==> src/rtl/div_unit.sv <==
// div_unit: iterative radix-2 restoring divider for LoongArch DIV.W/MOD.W/DIV.WU/MOD.WU.
// It always returns both the quotient and the remainder; the execute stage picks one by op.
//
// Ports:
//   clk, rst_n     clock and asynchronous active-low reset
//   flush          abort any operation in flight and return to idle
//   dividend       dividend operand, sampled only when a start is accepted in idle
//   divisor        divisor operand, sampled only when a start is accepted in idle
//   op             00 DIV.W, 01 MOD.W, 10 DIV.WU, 11 MOD.WU (op[1]=0 selects signed)
//   start          request strobe, accepted only in idle
//   is_running     high while an operation is in progress (calc and fin)
//   quotient_out   registered quotient, updated only on entry to fin
//   remainder_out  registered remainder, updated only on entry to fin
//   done           one-cycle result-valid strobe
module div_unit #(
  parameter int unsigned DATA_WIDTH = 32,
  parameter int unsigned CNT_WIDTH  = 6
) (
  input  logic                  clk,
  input  logic                  rst_n,
  input  logic                  flush,
  input  logic [DATA_WIDTH-1:0] dividend,
  input  logic [DATA_WIDTH-1:0] divisor,
  input  logic [1:0]            op,
  input  logic                  start,
  output logic                  is_running,
  output logic [DATA_WIDTH-1:0] quotient_out,
  output logic [DATA_WIDTH-1:0] remainder_out,
  output logic                  done
);

  localparam int unsigned Msb = DATA_WIDTH - 1;
  // The counter runs 0..DATA_WIDTH: DATA_WIDTH iterations, then one sign-fixup cycle.
  localparam logic [CNT_WIDTH-1:0] LastCnt = CNT_WIDTH'(DATA_WIDTH);

  typedef enum logic [1:0] {StIdle, StCalc, StFin} state_e;

  state_e                state_q, state_d;
  logic [CNT_WIDTH-1:0]  cnt_q, cnt_d;
  logic [DATA_WIDTH:0]   rem_q, rem_d;   // partial remainder, one guard bit
  logic [Msb:0]          quo_q, quo_d;   // holds |dividend| and shifts in quotient bits
  logic [Msb:0]          dvs_q, dvs_d;   // |divisor|
  logic                  q_neg_q, q_neg_d;
  logic                  r_neg_q, r_neg_d;
  logic [Msb:0]          quot_out_q, quot_out_d;
  logic [Msb:0]          rem_out_q, rem_out_d;

  logic                  signed_op;
  logic [Msb:0]          a_abs, b_abs;
  logic [DATA_WIDTH:0]   rem_shift, rem_sub;

  assign signed_op = ~op[1];
  // Negating 0x8000_0000 yields 0x8000_0000, which is the correct magnitude read as unsigned.
  assign a_abs = (signed_op && dividend[Msb]) ? -dividend : dividend;
  assign b_abs = (signed_op && divisor[Msb])  ? -divisor  : divisor;

  assign rem_shift = {rem_q[Msb:0], quo_q[Msb]};
  assign rem_sub   = rem_shift - {1'b0, dvs_q};

  always_comb begin
    state_d    = state_q;
    cnt_d      = cnt_q;
    rem_d      = rem_q;
    quo_d      = quo_q;
    dvs_d      = dvs_q;
    q_neg_d    = q_neg_q;
    r_neg_d    = r_neg_q;
    quot_out_d = quot_out_q;
    rem_out_d  = rem_out_q;

    unique case (state_q)
      StIdle: begin
        if (start && !flush) begin
          dvs_d   = b_abs;
          rem_d   = '0;
          quo_d   = a_abs;
          cnt_d   = '0;
          q_neg_d = signed_op & (dividend[Msb] ^ divisor[Msb]);
          r_neg_d = signed_op & dividend[Msb];
          state_d = StCalc;
          if (divisor == '0) begin
            // Skip the iterations: preload the fixed result and let the fixup cycle
            // run once. r_neg re-applies the sign, so the remainder is the raw dividend.
            q_neg_d = 1'b0;
            quo_d   = '1;
            rem_d   = {1'b0, a_abs};
            cnt_d   = LastCnt;
          end
        end
      end
      StCalc: begin
        if (cnt_q == LastCnt) begin
          quot_out_d = q_neg_q ? -quo_q : quo_q;
          rem_out_d  = r_neg_q ? -rem_q[Msb:0] : rem_q[Msb:0];
          state_d    = StFin;
        end else begin
          // A clear borrow bit means the shifted remainder is >= the divisor.
          if (!rem_sub[DATA_WIDTH]) begin
            rem_d = rem_sub;
            quo_d = {quo_q[Msb-1:0], 1'b1};
          end else begin
            rem_d = rem_shift;
            quo_d = {quo_q[Msb-1:0], 1'b0};
          end
          cnt_d = cnt_q + 1'b1;
        end
      end
      StFin: begin
        state_d = StIdle;
      end
      default: begin
        state_d = StIdle;
      end
    endcase

    if (flush) begin
      state_d    = StIdle;
      cnt_d      = '0;
      quot_out_d = quot_out_q;
      rem_out_d  = rem_out_q;
    end
  end

  always_ff @(posedge clk or negedge rst_n) begin
    if (!rst_n) begin
      state_q    <= StIdle;
      cnt_q      <= '0;
      rem_q      <= '0;
      quo_q      <= '0;
      dvs_q      <= '0;
      q_neg_q    <= 1'b0;
      r_neg_q    <= 1'b0;
      quot_out_q <= '0;
      rem_out_q  <= '0;
    end else begin
      state_q    <= state_d;
      cnt_q      <= cnt_d;
      rem_q      <= rem_d;
      quo_q      <= quo_d;
      dvs_q      <= dvs_d;
      q_neg_q    <= q_neg_d;
      r_neg_q    <= r_neg_d;
      quot_out_q <= quot_out_d;
      rem_out_q  <= rem_out_d;
    end
  end

  assign is_running    = (state_q != StIdle);
  assign done          = (state_q == StFin) && !flush;
  assign quotient_out  = quot_out_q;
  assign remainder_out = rem_out_q;

endmodule
==> config.mk <==
export PLATFORM = sky130hd
export DESIGN_NAME = div_unit
export DESIGN_NICKNAME = d
export VERILOG_FILES = /design/src/rtl/div_unit.sv
export SDC_FILE = /design/constraint.sdc
export NUM_CORES = 1
export LEC_CHECK = 0
export ABC_CLOCK_PERIOD_IN_PS = 6300
export BUFFER_PORTS_ARGS = -buffer_cell sky130_fd_sc_hd__buf_4
export CAP_MARGIN = 0
export CELL_PAD_IN_SITES_DETAIL_PLACEMENT = 0
export CELL_PAD_IN_SITES_GLOBAL_PLACEMENT = 1
export CORE_UTILIZATION = 48
export DETAILED_ROUTE_END_ITERATION = 8
export PLACE_DENSITY = 0.86
export SYNTH_ARGS = -nofsm -noshare
export SYNTH_HDL_FRONTEND = slang
export SYNTH_SLANG_ARGS = --single-unit
==> constraint.sdc <==
create_clock -name clk -period 6.3 [get_ports clk]
set_input_delay 0.945 -clock clk [delete_from_list [all_inputs] [get_ports clk]]
set_output_delay 0.945 -clock clk [all_outputs]
set_load 0.005 [all_outputs]
==> impl_metrics.yaml <==
floorplan:
  core_um2: 23800
  die_w_um: 158
  dieArea_um2: 25100
  ios: 136
  initial_core_util_pct: 49.4
  fp-row-count: 56
  die_y_um: 158
timing:
  period_minus_slack_ps: 3970
  finalMaxSlewViolations: 0
  slew_headroom_pct: 28.2
  worst_pin_slew_ps: 1080
  fin_skew_ps: 16.0
  fin_crit_sh_pct: 63.0
  grt_setup_unrepaired: "no"
  tns_ps: 0
  setup_viol: 0
  hold_viol: 0
  clock.fmax_mhz: 252
power_and_ir_drop:
  pwr-share-seq_pct: 30.8
  power_switching_uw: 2510
  clockPowerShare_pct: 20.2
  powerDensity_nw_per_um2: 402
  comb_power_share_pct: 49.0
  p_int_uw: 2960
  switching_share_pct: 45.8
  p_leak_uw: 0.00593
  vdd_drop_max_mv: 0.325
worst_setup_path:
  worstPathCellList: "ha_1 -> or4_1 -> a31oi_1 -> o21ai_0 -> and3_1 -> nor2_4 -> mux2i_1 -> o221ai_1"
  crit_family: "simple AND/OR/NAND/NOR gates"
  crit_type: "flip-flop to flip-flop"
  required_ps: 6600
  reg2reg_setup_slack_ps: 2330
  crit_path_end_kind: "flip-flop"
  reg2reg_to: "rem_q[19]"
  critPathLaunchType: "flip-flop"
  cp.arrival_ps: 4270
  slowest_stage: "nor2_4"
  rr_startpoint: "rem_q[27]"
  crit_fanout: 27
  worst-r2r-cell-count: 8
  cp.buffers_inverters: 0
  cpPeakStageDelay_ps: 780
clock_network:
  htreeDepth: 4
  post_cts_buffers: 0
  cts_resized: 0
  clock_latency_ps: 450
  clk_pin_slew_ps: 70
  numClockSinks: 170
  cts_tree: "yes"
  numCtsBuffers: 17
  clk_path_buf_depth: 2
  ctsRootBufferMaster: "clkbuf_16"
  hold_buffers: 0
place:
  place_area_um2: 13000
  hpwl_um: 25300
  dp.cells: 1814
  routabilityCongestion: 0.934
  io_buffers: 134
route:
  viasPerCell: 5.82
  ant_nets: 0
  wirelength_um: 33900
  first_pass_iters: 5
  vias: 10749
  drt_iter0_drc: 1022
  post-route-drc-count: 0
  wl_per_cell_um: 18.4
synthesis:
  seq_area_frac_synth_pct: 36.2
  synth_cells: 1421
  syn_nets: 1530
  netlist_area_um2: 11700
  synthDistinctLibCells: 77
  yosys.area.top_type: "dfrtp_1"
  synth_seq_cells: 170
  synth-edff-count: 0
  ys.flop_type: "dfrtp_1"
  yosys-top-cells-area: "dfrtp_1, o21ai_0, xor2_1, nand2_1, ha_1"
  synth_warnings: 0
  avgSynthCellArea_um2: 8.27
  yosysTopAreaCellShare_pct: 36.2
  ys_async_sr_fraction_pct: 100
global_routing:
  grt_pass1_vias: 9697
  gr-usage-met2_pct: 43.8
  grt_pass1_wl_um: 53900
  track_usage_pct: 28.1
  grt.met1_usage_pct: 40.8
  grt_util_met3_pct: 2.80
  busiest_layer: "met2"
  grt-ovfl-total: 0
  grt_start_max_net_pins: 130
  grt_antenna_before_repair: 0
cells_and_area:
  design_area_um2: 13600
  fin_nets: 1623
  fillers: 2251
  area_delta_synth_final_pct: 15.8
  instances_no_fill: 1846
  post-route-util_pct: 57.2
  layout-drive-gt1-share_pct: 13.7
  n_antenna_cell: 0
status:
  status: "complete, no violations"
worst_hold_path:
  min_from: "quotient_out[5]"
  min_path_cells: 2
  worst_hold_path_type: "flip-flop to flip-flop"
  hold_end: "quotient_out[5]"
run:
  drv_cap: 0
## registers in the layout, summed over array words and instances, names as in the netlist
| register | count |
|---|---|
| dvs_q | 32 |
| quo_q | 32 |
| quotient_out | 32 |
| rem_q | 32 |
| remainder_out | 32 |
| cnt_q | 6 |
| state_q | 2 |
| q_neg_q | 1 |
| r_neg_q | 1 |
## metrics by stage
step / power, µW / hold slack (ps) / setup slack, ps
floorplan: 3580 / 450 / 3260
global placement: 4310 / 461 / 2350
detailed placement: 4330 / 470 / 2290
CTS: 5450 / 487 / 2380
global route: 5860 / 506 / 2180
finish: 5470 / 479 / 2330
## worst register-to-register path, delay by kind of cell (launching register included)
kind | cells | cell delay [ps]
compound gates | 3 | 790
flops | 1 | 510
fa+ha+maj | 1 | 420
simple gates | 3 | 1760
mux | 1 | 350
## final cells by class
type / instances / area, µm² / area share (%)
Tap cell: 319 / 399 / 2.94
Timing Repair Buffer: 148 / 1110 / 8.20
Inverter: 62 / 233 / 1.71
Multi-Input combinational cell: 1115 / 6980 / 51.4
Sequential cell: 170 / 4250 / 31.3
Clock buffer: 18 / 439 / 3.23
Clock inverter: 14 / 173 / 1.27
## power groups by stage
stage | sequential [µW] | combinational, µW | clock (µW)
2_1_floorplan | 1530 | 2050 | 0
3_3_place_gp | 1690 | 2610 | 0
3_5_place_dp | 1700 | 2640 | 0
4_1_cts | 1670 | 2650 | 1120
5_1_grt | 1720 | 2970 | 1170
6_report | 1690 | 2680 | 1100
## worst max-delay path by stage
stage | start | to | depth (start not counted)
after floorplan | divisor[17] | rem_q[30] | 9
after global placement | divisor[2] | rem_q[30] | 9
after detailed placement | divisor[2] | rem_q[18] | 8
after CTS | rem_q[27] | rem_q[19] | 8
after global routing | rem_q[27] | rem_q[19] | 8
final | rem_q[27] | rem_q[19] | 8
## layout by cell type, fill, tap and decap left out, types with 9 or more instances in the layout
cell       synthesis  final
mux2i_1           15     15
and3_1            11     11
o22ai_1           22     22
clkbuf_16          0     17
nor3_1            35     35
dfrtp_1          170    170
o31ai_1           31     31
or4_1             12     12
nand4_1           10     10
o21ai_0          165    165
nand3_1           25     24
o41ai_1           12     12
a31oi_1           30     30
or3_1             13     13
nand2b_1          18     18
xnor2_1           51     51
buf_4              2    147
ha_1              38     38
a21oi_1           85     85
nor2b_1           10      9
xor2_1            89     89
a21o_1            19     19
nor2_1           103    102
nand2_1          178    177
inv_1             62     62
nor4_1            16     16
## cell usage after synthesis (all sizes together), types with 4 or more instances
cell / n
a21boi: 5
a211oi: 8
a221oi: 8
dfrtp: 170
o31ai: 32
nand3: 25
o22ai: 22
and3: 11
or4: 13
nand4: 11
a21oi: 85
nor4: 21
nand2: 178
o21a: 4
clkbuf: 59
xor2: 89
nor2b: 10
o211ai: 7
or2: 9
inv: 62
nor3: 36
a31oi: 30
and2: 6
o2bb2ai: 5
nor2: 104
ha: 38
buf: 15
o41ai: 13
mux2i: 15
xnor2: 51
o221ai: 8
or3: 14
a21o: 19
o21ai: 167
nand2b: 18
## cell families after synthesis
| kind of cell | Yosys count | share of synthesized area (%) |
|---|---|---|
| AND/OR/NAND/NOR | 475 | 19.8 |
| multiplexers | 15 | 1.28 |
| buffers and inverters | 136 | 4.53 |
| flip-flops | 170 | 36.2 |
| AO/OA/AOI/OAI | 446 | 23.5 |
| XOR/XNOR | 140 | 10.4 |
| adder cells (fa/ha/maj) | 39 | 4.22 |
## per-layer routing
| metal | up-vias | wire (µm) |
|---|---|---|
| met4 | 0 | 714 |
| met2 | 410 | 15300 |
| li1 | 5311 | - |
| met1 | 4991 | 15700 |
| met3 | 37 | 2210 |
| met5 | - | 0 |
(Power assumes the default switching activity.)
